==> config.mk <==
export PLATFORM = sky130hd
export DESIGN_NAME = mac_bank_seq
export DESIGN_NICKNAME = d
export VERILOG_FILES = /design/src/rtl/mac_bank_seq.sv
export SDC_FILE = /design/constraint.sdc
export NUM_CORES = 1
export LEC_CHECK = 0
export ABC_CLOCK_PERIOD_IN_PS = 3600
export CAP_MARGIN = 20
export CORE_UTILIZATION = 40
export CTS_BUF_LIST = sky130_fd_sc_hd__clkbuf_8
export CTS_CLUSTER_SIZE = 16
export DETAILED_ROUTE_END_ITERATION = 16
export HOLD_SLACK_MARGIN = 0.05
export PLACE_DENSITY = 0.69
export SYNTH_ARGS = -nofsm -noshare
export SYNTH_HDL_FRONTEND = slang
export SYNTH_SLANG_ARGS = --single-unit
==> constraint.sdc <==
create_clock -name clk -period 3.6 [get_ports clk]
set_input_delay 0.72 -clock clk [delete_from_list [all_inputs] [get_ports clk]]
set_output_delay 0.72 -clock clk [all_outputs]
set_load 0.02 [all_outputs]
==> src/rtl/mac_bank_seq.sv <==
// mac_bank_seq: sequencer for one 64-bin RAM-based multiply-accumulate bank.
// Clears the bank, runs one accumulate sweep per accepted sample until the
// programmed integration count is reached, then streams every bin out.
//
// Output stream handshake: out_valid is high whenever the skid FIFO holds an
// entry; a beat transfers on a cycle where out_valid and out_ready are both
// high; while out_valid is high and out_ready is low, out_data/out_addr/
// out_last hold steady; out_valid never drops without a transfer.
module mac_bank_seq #(
    parameter int ADDR_W    = 6,
    parameter int DATA_W    = 32,
    parameter int CNT_W     = 16,
    parameter int SWEEP_CYC = 66,
    parameter int READ_LAT  = 2,
    parameter int FIFO_D    = 4
) (
    input  logic              clk,
    input  logic              rst_n,
    input  logic              start,
    input  logic [CNT_W-1:0]  n_int,
    input  logic              sample_valid,
    output logic              sample_ack,
    output logic              bank_clr,
    output logic              bank_sin,
    output logic              bank_read,
    output logic [ADDR_W-1:0] bank_raddr,
    input  logic [DATA_W-1:0] bank_rdata,
    output logic [DATA_W-1:0] out_data,
    output logic [ADDR_W-1:0] out_addr,
    output logic              out_last,
    output logic              out_valid,
    input  logic              out_ready,
    output logic              busy,
    output logic              done,
    output logic              overrun
);
    localparam int BINS   = 2**ADDR_W;
    localparam int WAIT_W = $clog2(SWEEP_CYC);
    localparam int PTR_W  = $clog2(FIFO_D);
    localparam int OCC_W  = $clog2(FIFO_D + READ_LAT + 2);

    typedef enum logic [2:0] {
        S_IDLE, S_CLEAR, S_ARM, S_SWEEP, S_RD_ENTER, S_READ, S_DRAIN
    } state_t;

    state_t              state_q;
    logic [WAIT_W-1:0]   wait_q;
    logic [CNT_W-1:0]    cnt_q;
    logic [CNT_W-1:0]    nint_q;
    logic                overrun_q;
    logic                done_q;
    logic                bank_clr_q;
    logic                bank_sin_q;
    logic                bank_read_q;
    logic [ADDR_W-1:0]   bank_raddr_q;
    logic                issue_q;
    logic [ADDR_W-1:0]   rd_addr_q;
    logic [READ_LAT-1:0] pipe_vld_q;
    logic [ADDR_W-1:0]   pipe_addr_q [READ_LAT];
    logic [DATA_W-1:0]   fifo_data_q [FIFO_D];
    logic [ADDR_W-1:0]   fifo_addr_q [FIFO_D];
    logic [PTR_W-1:0]    wr_ptr_q;
    logic [PTR_W-1:0]    rd_ptr_q;
    logic [PTR_W:0]      count_q;

    logic                push_d;
    logic                pop_d;
    logic                issue_ok_d;
    logic                pending_d;
    logic [OCC_W-1:0]    inflight_d;
    logic [OCC_W-1:0]    occ_d;
    logic [ADDR_W-1:0]   head_addr_d;

    assign head_addr_d = fifo_addr_q[rd_ptr_q];
    assign out_valid   = (count_q != '0);
    assign out_data    = fifo_data_q[rd_ptr_q];
    assign out_addr    = head_addr_d;
    assign out_last    = out_valid && (head_addr_d == ADDR_W'(BINS - 1));
    assign sample_ack  = (state_q == S_ARM) && sample_valid;
    assign busy        = (state_q != S_IDLE);
    assign done        = done_q;
    assign overrun     = overrun_q;
    assign bank_clr    = bank_clr_q;
    assign bank_sin    = bank_sin_q;
    assign bank_read   = bank_read_q;
    assign bank_raddr  = bank_raddr_q;

    assign push_d = pipe_vld_q[READ_LAT-1];
    assign pop_d  = out_valid && out_ready;

    // Credit count: every issued-but-uncaptured read plus FIFO contents,
    // less a pop happening now, must leave room for one more read.
    always_comb begin
        inflight_d = OCC_W'(issue_q);
        pending_d  = issue_q;
        for (int i = 0; i < READ_LAT; i++) begin
            inflight_d = inflight_d + OCC_W'(pipe_vld_q[i]);
        end
        for (int i = 0; i < READ_LAT - 1; i++) begin
            pending_d = pending_d | pipe_vld_q[i];
        end
        occ_d      = inflight_d + OCC_W'(count_q) - OCC_W'(pop_d);
        issue_ok_d = (state_q == S_READ) && (occ_d < OCC_W'(FIFO_D));
    end

    // Main sequencer: run phases, bank command pulses and status flags.
    always_ff @(posedge clk) begin
        if (!rst_n) begin
            state_q      <= S_IDLE;
            wait_q       <= '0;
            cnt_q        <= '0;
            nint_q       <= '0;
            overrun_q    <= 1'b0;
            done_q       <= 1'b0;
            bank_clr_q   <= 1'b0;
            bank_sin_q   <= 1'b0;
            bank_read_q  <= 1'b0;
            bank_raddr_q <= '0;
            issue_q      <= 1'b0;
            rd_addr_q    <= '0;
        end else begin
            bank_clr_q <= 1'b0;
            bank_sin_q <= 1'b0;
            done_q     <= 1'b0;
            issue_q    <= 1'b0;
            case (state_q)
                S_IDLE: begin
                    if (start) begin
                        nint_q     <= (n_int == '0) ? CNT_W'(1) : n_int;
                        overrun_q  <= 1'b0;
                        cnt_q      <= '0;
                        wait_q     <= '0;
                        rd_addr_q  <= '0;
                        bank_clr_q <= 1'b1;
                        state_q    <= S_CLEAR;
                    end
                end
                // ARM is entered so that the next pulse lands SWEEP_CYC
                // cycles after the clr pulse at the earliest.
                S_CLEAR: begin
                    if (wait_q == WAIT_W'(SWEEP_CYC - 2)) begin
                        wait_q  <= '0;
                        state_q <= S_ARM;
                    end else begin
                        wait_q <= wait_q + WAIT_W'(1);
                    end
                end
                S_ARM: begin
                    if (sample_valid) begin
                        bank_sin_q <= 1'b1;
                        cnt_q      <= cnt_q + CNT_W'(1);
                        wait_q     <= '0;
                        state_q    <= S_SWEEP;
                    end
                end
                S_SWEEP: begin
                    if (sample_valid) begin
                        overrun_q <= 1'b1;
                    end
                    if (wait_q == WAIT_W'(SWEEP_CYC - 2)) begin
                        wait_q  <= '0;
                        state_q <= (cnt_q < nint_q) ? S_ARM : S_RD_ENTER;
                    end else begin
                        wait_q <= wait_q + WAIT_W'(1);
                    end
                end
                // The read pulse reaches the pins one cycle before the
                // first address, i.e. SWEEP_CYC after the last sin.
                S_RD_ENTER: begin
                    bank_read_q <= 1'b1;
                    state_q     <= S_READ;
                end
                S_READ: begin
                    if (issue_ok_d) begin
                        bank_raddr_q <= rd_addr_q;
                        issue_q      <= 1'b1;
                        rd_addr_q    <= rd_addr_q + ADDR_W'(1);
                        if (rd_addr_q == ADDR_W'(BINS - 1)) begin
                            state_q <= S_DRAIN;
                        end
                    end
                end
                S_DRAIN: begin
                    bank_read_q <= pending_d;
                    if (pop_d && (head_addr_d == ADDR_W'(BINS - 1))) begin
                        done_q      <= 1'b1;
                        bank_read_q <= 1'b0;
                        state_q     <= S_IDLE;
                    end
                end
                default: state_q <= S_IDLE;
            endcase
        end
    end

    // Read-latency pipeline: tracks which cycles carry a pending bin index.
    always_ff @(posedge clk) begin
        if (!rst_n) begin
            pipe_vld_q <= '0;
            for (int i = 0; i < READ_LAT; i++) begin
                pipe_addr_q[i] <= '0;
            end
        end else begin
            pipe_vld_q[0]  <= issue_q;
            pipe_addr_q[0] <= bank_raddr_q;
            for (int i = 1; i < READ_LAT; i++) begin
                pipe_vld_q[i]  <= pipe_vld_q[i-1];
                pipe_addr_q[i] <= pipe_addr_q[i-1];
            end
        end
    end

    // Output skid FIFO: captures returning bank data with its bin index.
    always_ff @(posedge clk) begin
        if (!rst_n) begin
            wr_ptr_q <= '0;
            rd_ptr_q <= '0;
            count_q  <= '0;
            for (int i = 0; i < FIFO_D; i++) begin
                fifo_data_q[i] <= '0;
                fifo_addr_q[i] <= '0;
            end
        end else begin
            if (push_d) begin
                fifo_data_q[wr_ptr_q] <= bank_rdata;
                fifo_addr_q[wr_ptr_q] <= pipe_addr_q[READ_LAT-1];
                wr_ptr_q              <= wr_ptr_q + PTR_W'(1);
            end
            if (pop_d) begin
                rd_ptr_q <= rd_ptr_q + PTR_W'(1);
            end
            count_q <= count_q + (PTR_W+1)'(push_d) - (PTR_W+1)'(pop_d);
        end
    end

endmodule

Word-level counts from Yosys, hierarchy flattened --
Memory sizes are Yosys's and may differ from the RTL's. A register that Yosys moved wholly into a read port is not among the register bits. Index checks and enable logic that the tools add are counted.
Operators by class: bitwise gates (word level) 3, eq/ne operators 17, multipliers 0, div/mod/pow operators 0, shift operators 0, mux-type cells 46, add/sub/neg operators 11, reductions and logical operators 28, $lt $le $gt $ge 2
Operator list (number):
- $mux W16 | 3
- $mux W32 | 1
- $pmux W16 S2 | 1
- $reduce_or A32 Y1 | 1
- $mux W6 | 5
- $mux W3 | 8
- $mux W7 | 3
- $pmux W3 S7 | 1
- $pmux W7 S3 | 1
- $add A16 B1 Y16 const B | 1
- $logic_not A16 Y1 | 1
- $lt A16 B16 Y1 | 1
- $mux W1 | 14
- $ne A2 B2 Y1 const B | 7
- $eq A6 B6 Y1 const B | 2
- $mux W2 | 6
- $pmux W6 S2 | 1
- $reduce_and A2 Y1 | 6
- $reduce_and A3 Y1 | 4
- $eq A3 B3 Y1 const B | 3
- $reduce_bool A3 Y1 | 3
- $reduce_bool A2 Y1 | 4
- $add A7 B1 Y7 const B | 1
- $eq A7 B7 Y1 const B | 1
- 18 further kinds | 28
Word-level totals: output and inout bits 53, register bits after elaboration 69, bits in writable memories 164, logic and storage cells 126, memories 3, latch bits 0, bits of input ports 53, memory bits (read-only) 0
Memory list:
- fifo_data_q | depth 4, width 32, rd ports 1, clocked after memory_dff 1, write ports 4, line 60 | logic [DATA_W-1:0] fifo_data_q [FIFO_D];
- fifo_addr_q | depth 4, width 6, rd ports 1, clocked after memory_dff 1, write ports 4, line 61 | logic [ADDR_W-1:0] fifo_addr_q [FIFO_D];
- pipe_addr_q | depth 2, width 6, rd ports 2, clocked after memory_dff 0, write ports 2, line 59 | logic [ADDR_W-1:0] pipe_addr_q [READ_LAT];

Logic depth before layout (Yosys ltp) --
depth after elaboration 8, mapped depth 14, mapped depth without buffers 12

Least setup slack after synthesis --
OpenSTA, ideal clock, no wires.
kind flip-flop to flip-flop, start point register wr_ptr_q[0], end point memory fifo_addr_q[2][0] (enable), required time 3.114 ns, path buffers 1, library setup time 0.486 ns, clock period less this slack 3.910 ns, cell stages (with the launch flop) 4, path slack -0.310 ns, data arrival time 3.424 ns, path through dfxtp_1 -> nand2b_1 -> clkbuf_1 -> o21ai_0
RTL lines:
- start, declared | line 62 | logic [PTR_W-1:0] wr_ptr_q;
- start signal, assigned | line 227 | wr_ptr_q <= wr_ptr_q + PTR_W'(1);
- end, declared | line 61

==> flow_summary.json <==
{
  "cts_tree": "built",
  "dr.pass1.iters": 5,
  "critPathKind": "flop to output pin",
  "grt_max_degree": 40,
  "ioPinCount": 106,
  "wl_met3_um": 1540,
  "ant_nets": 0,
  "cts_sinks": 235,
  "finalMaxSlewViolations": 0,
  "dp_slack_ns": -0.00473,
  "hpwlAfterDp_um": 12800,
  "async_flop_share_pct": 0,
  "top_layer_used": "met4",
  "slew_headroom_pct": 47.5,
  "wl_met2_um": 10000,
  "totalNegativeSetupSlack_ns": 0,
  "via_count": 6508,
  "avgSynthCellArea_um2": 12.2,
  "h-tree-depth": 2,
  "status": "completed",
  "grt_overflow": 0,
  "layout-drive-gt1-share_pct": 13.0,
  "synth_cell_types": 52,
  "rows": 57,
  "final_common_cell": "edfxtp_1",
  "clk_pin_slew_ns": 0.06,
  "drcViolationCount": 0,
  "die_width_um": 161,
  "hold_violations": 0,
  "p_per_area_mw_per_mm2": 553,
  "skew_ns": 0.0249,
  "fmax_mhz": 295,
  "drv_cap": 0,
  "cts_root_buffer": "clkbuf_8",
  "clk_latency_ns": 0.54,
  "synth_edf_count": 152,
  "holdPathStages": 1,
  "reg2reg_depth": 12,
  "grt_antenna_before_repair": 0,
  "p_leak_uw": 0.00476,
  "cts_made_buffers": 40,
  "tightest_slew_ns": 0.784,
  "dr.first_iter.drc_count": 349,
  "portBuffers": 105,
  "netlist_instances": 827,
  "via_per_inst": 4.99,
  "mostFrequentLayoutCells": "152 x edfxtp_1, 125 x nor2_1, 105 x clkdlybuf4s50_1, 88 x inv_1, 81 x dfxtp_1",
  "die_h_um": 161,
  "drt-wirelength-per-cell_um": 15.9,
  "yosysSeqAreaShare_pct": 61.7,
  "ys_ff_latch": 235,
  "core_mm2": 0.0245,
  "arrival_ns": 2.68,
  "synth_ff_type": "edfxtp_1",
  "wl_um": 20800,
  "cts_resized": 0,
  "min_period_ns": 3.40,
  "syn2layout_area_growth_pct": 22.3,
  "final_net_count": 1030,
  "synth_area_mm2": 0.0101,
  "critPathCaptureType": "output pin",
  "rsz0062_at_grt": "false",
  "yosys_warnings": 0,
  "crit_fanout": 16,
  "cts-hold-fix-buffers": 0,
  "setup_viol": 0,
  "post-route-period-util_pct": 94.3,
  "antenna_cells": 0,
  "start_util_pct": 41.2,
  "grt_pass1_wl_um": 34000,
  "fin_ws_ns": 0.205,
  "post-cts-setup-buffer-count": 0,
  "p_total_uw": 6830,
  "gp_congestion": 0.751,
  "grt_pass1_vias": 6705,
  "dieArea_mm2": 0.0259,
  "grt.total_usage_pct": 16.7,
  "cts_buffer_depth": 3,
  "synth_fp_nets": 906,
  "start_kind": "flop",
  "required_ns": 2.88,
  "wl_met1_um": 8910,
  "ir_drop_mv": 0.270,
  "hp-class": "flop to flop",
  "fillers": 2166
}
## worst max-delay path: stages (launching register included)
cell and delay (ns):
dfxtp_2 0.62, mux4_2 0.31, nand4_1 0.26, nor2_1 0.30
clkdlybuf4s50_1 0.65
## Yosys cell counts, drive strengths merged, types with 5 or more instances
library cell    n  area share, %
edfxtp        152             45
nor2          127            4.7
dfxtp          83             16
nand2          75            2.8
inv            73            2.7
and2           54            3.3
mux4           38            8.5
clkbuf         26           0.97
ha             24            3.0
o21ai          23            1.1
a21oi          18           0.89
buf            14           0.81
xor2           13            1.1
nand3          12           0.59
nand4          11           0.68
xnor2          11           0.95
nor3            8           0.45
nand2b          6           0.37
nor4            6           0.37
o22a            6           0.52
and3            5           0.31
## cells by family (layout without fill, tap and decap cells)
logic type               count (synthesis)  after routing  share of synthesized area, %
AO/OA/AOI/OAI                           68             68                          4.28
XOR/XNOR                                25             25                          2.31
adder cells (fa/ha/maj)                 26             26                          3.37
buffers and inverters                  113            267                          4.49
flip-flops                             235            235                          61.7
multiplexers                            40             40                          8.81
AND/OR/NAND/NOR                        320            320                          15.1
## registers in the layout (all words and copies together), names as in the netlist, named ones only
name / count
cnt_q: 16
bank_raddr: 6
pipe_vld_q: 2
rd_addr_q: 6
state_q: 3
done: 1
fifo_addr_q: 24
issue_q: 1
overrun: 1
fifo_data_q: 128
pipe_addr_q: 12
nint_q: 16
count_q: 3
bank_clr: 1
rd_ptr_q: 2
bank_read: 1
wait_q: 7
wr_ptr_q: 2
bank_sin: 1
## cell type report
cell class / instances / area [um^2] / area share, %
Multi-Input combinational cell: 479 / 3450 / 27.9
Clock buffer: 52 / 716 / 5.80
Tap cell: 324 / 405 / 3.28
Clock inverter: 20 / 95.1 / 0.770
Sequential cell: 235 / 6230 / 50.4
Timing Repair Buffer: 122 / 1180 / 9.55
Inverter: 73 / 274 / 2.22
## stage by stage
stage | util (%) | instances | hold slack (ns) | area, um^2
after floorplan | - | 827 | 0.412 | 10100
after global placement | 47.0 | 1233 | 0.415 | 11500
after detailed placement | 47.0 | 1233 | 0.417 | 11500
after CTS | 50.3 | 1305 | 0.426 | 12300
after global routing | 50.3 | 1305 | 0.446 | 12300
final | 50.3 | 1305 | 0.421 | 12300
## final timing paths
check                        to  slack [ns]         startpoint
max                    out_last        0.20               flop
min          pipe_addr_q[0][11]        0.42  pipe_addr_q[0][5]
max reg2reg       bank_raddr[2]        0.36         count_q[0]
min reg2reg  pipe_addr_q[0][11]        0.42  pipe_addr_q[0][5]
## power breakdown
group	internal [uW]	switching, uW
registers	2970	77.5
clock network	1300	1060
logic	732	693
total	5000	1830
## routing by layer
layer | vias up | GRT usage [%]
met4 | 0 | 4.85
met5 | - | 0
met3 | 28 | 3.69
met1 | 3127 | 21.3
li1 | 3148 | -
met2 | 205 | 28.3
Power figures use the tool's default switching activity.
==> RTL change: new RTL, same flow settings <==
The parameter `CNT_W` goes from 16 to 32.
--- a/src/rtl/mac_bank_seq.sv
+++ b/src/rtl/mac_bank_seq.sv
@@ -9,7 +9,7 @@
 module mac_bank_seq #(
     parameter int ADDR_W    = 6,
     parameter int DATA_W    = 32,
-    parameter int CNT_W     = 16,
+    parameter int CNT_W     = 32,
     parameter int SWEEP_CYC = 66,
     parameter int READ_LAT  = 2,
     parameter int FIFO_D    = 4
Interface: changed (resized n_int); port bits go from 106 to 122. The function was not compared with the original's and may differ.
==> RTL change against the original RTL <==
Setup slack better by 0.10 ns. Design area up 16%. Largest power group unchanged. Sequential cell count up 32. Critical path type is now flip-flop to flip-flop. First-iteration DRC count up 51%. Synthesized area up 16%. Total power up 18%. Synthesized cell count up 23%. Clock power up 13%. Die area up 16%. Routed wire length up 19%.
==> RTL change: results (changes against the original RTL) <==
metric,value,unit,change
outcome,finished clean,,
timing.rr.start,count_q[1],,
detailroute.via_count,7848,,+21%
ff2ff_setup_slack,0.31,ns,-0.05 ns
holdCritStartpoint,pipe_addr_q[0][2],,
critical_path_arrival,3.75,ns,+1.07 ns
hold-path-endpoint,pipe_addr_q[0][8],,
grt_start_max_net_pins,46,,+15%
power.share.switching,27.5,%,+0.73 points
drt_first_iter_violations,527,,+51%
fin_nets,1274,,+24%
synthTopCellsByArea,"sky130_fd_sc_hd__edfxtp_1 (39%), sky130_fd_sc_hd__dfxtp_1 (20%), sky130_fd_sc_hd__mux4_2 (7.1%), sky130_fd_sc_hd__ha_1 (4.3%), sky130_fd_sc_hd__nor2_1 (3.8%)",,
placement.cell_area,13400,um2,+16%
leakage,0.00547,uW,+15%
grt_pass1_vias,7953,,+19%
critical_path_peak_fanout,4,,-12
avgRoutedWirePerCell,15.7,um,-1.7%
groute.usage.overall,16.6,%,about the same
vdd.ir_drop.worst,326,uV,+21%
filler_cells_inserted,2577,,+19%
clock-root-buffer,sky130_fd_sc_hd__clkbuf_8,,
grt_first_pass_wirelength,40100,um,+18%
synth_seq_area_share,58.7,%,-3.0 points
detailedPlacementHpwl,16000,um,+25%
final_layout_size_suffix_gt1_share,10.7,%,-2.3 points
fin_skew,0.0243,ns,-0.000612 ns
critical_path.reg2reg.endpoint,state_q[2],,
synth_cell_types,50,,-3.8%
cts_made_buffers,45,,+13%
routabilityCongestion,0.779,,+3.8%
numPortBuffers,121,,+15%
-- RTL change: critical path, cell delays in order, from the launching register on --
cell                       delay, ns
sky130_fd_sc_hd__dfxtp_1        0.35
sky130_fd_sc_hd__or3_1          0.44
sky130_fd_sc_hd__and2_1         0.21
sky130_fd_sc_hd__ha_1           0.27
sky130_fd_sc_hd__inv_1          0.04
sky130_fd_sc_hd__fa_1           0.36
sky130_fd_sc_hd__ha_1           0.28
sky130_fd_sc_hd__a31oi_1        0.18
sky130_fd_sc_hd__xor3_1         0.23
sky130_fd_sc_hd__a41oi_1        0.20
sky130_fd_sc_hd__a221oi_4       0.31
sky130_fd_sc_hd__nand2_1        0.10
sky130_fd_sc_hd__o31ai_1        0.23
-- RTL change: how the worst max path moves through the flow --
stage / start / endpoint / slack [ns] / depth (start not counted)
after floorplan: count_q[1] / state_q[1] / 0.38 / 12
after global placement: out_ready / state_q[1] / 0.02 / 12
after detailed placement: out_ready / state_q[1] / -0.03 / 12
after CTS: flip-flop / out_last / 0.24 / 5
after global routing: count_q[1] / state_q[1] / 0.003 / 12
final: count_q[1] / state_q[2] / 0.31 / 12
-- RTL change: cell type report --
| class | count | share of cell area [%] |
|---|---|---|
| clock buffers | 51 | 4.90 |
| clock inverters | 24 | 1.30 |
| well taps | 384 | 3.35 |
| repair buffers | 142 | 9.86 |
| multi-input cells | 622 | 30.5 |
| flip-flops and latches | 267 | 47.9 |
| inverters | 85 | 2.23 |
-- RTL change: per-stage QoR --
step                std cells  hold slack (ns)  setup WS (ns)  util [%]
floorplan                1018            0.412          0.383         -
global placement         1499            0.414         0.0166      46.8
detailed placement       1499            0.420        -0.0267      46.8
CTS                      1574            0.424          0.237      49.9
global route             1575            0.429        0.00266      50.0
finish                   1575            0.430          0.306      50.0
-- RTL change: logic make-up (layout without fill, tap and decap cells) --
kind of cell / after synthesis / in the layout / share of synthesized area (%)
muxes: 40 / 40 / 7.53
xor gates and xnor gates: 36 / 36 / 2.82
and+or+nand+nor: 395 / 395 / 16.3
AOI/OAI and AO/OA: 109 / 109 / 5.78
adders and majority gates: 42 / 42 / 4.62
DFF: 267 / 267 / 58.7
buffers and inverters: 129 / 302 / 4.25
-- RTL change: layer usage --
metal | global-route usage (%) | up-vias | routed length [um]
li1 | - | 3836 | -
met1 | 20.7 | 3757 | 10700
met2 | 28.9 | 209 | 12000
met3 | 3.17 | 46 | 1340
met4 | 5.72 | 0 | 569
met5 | 0 | - | 0
-- RTL change: power groups by stage --
stage	clock [uW]	sequential [uW]	combinational (uW)
after floorplan	0	3510	1220
after global placement	0	3550	1870
after detailed placement	0	3560	1890
after CTS	2750	3490	1900
after global routing	2890	3510	2040
final	2670	3490	1870
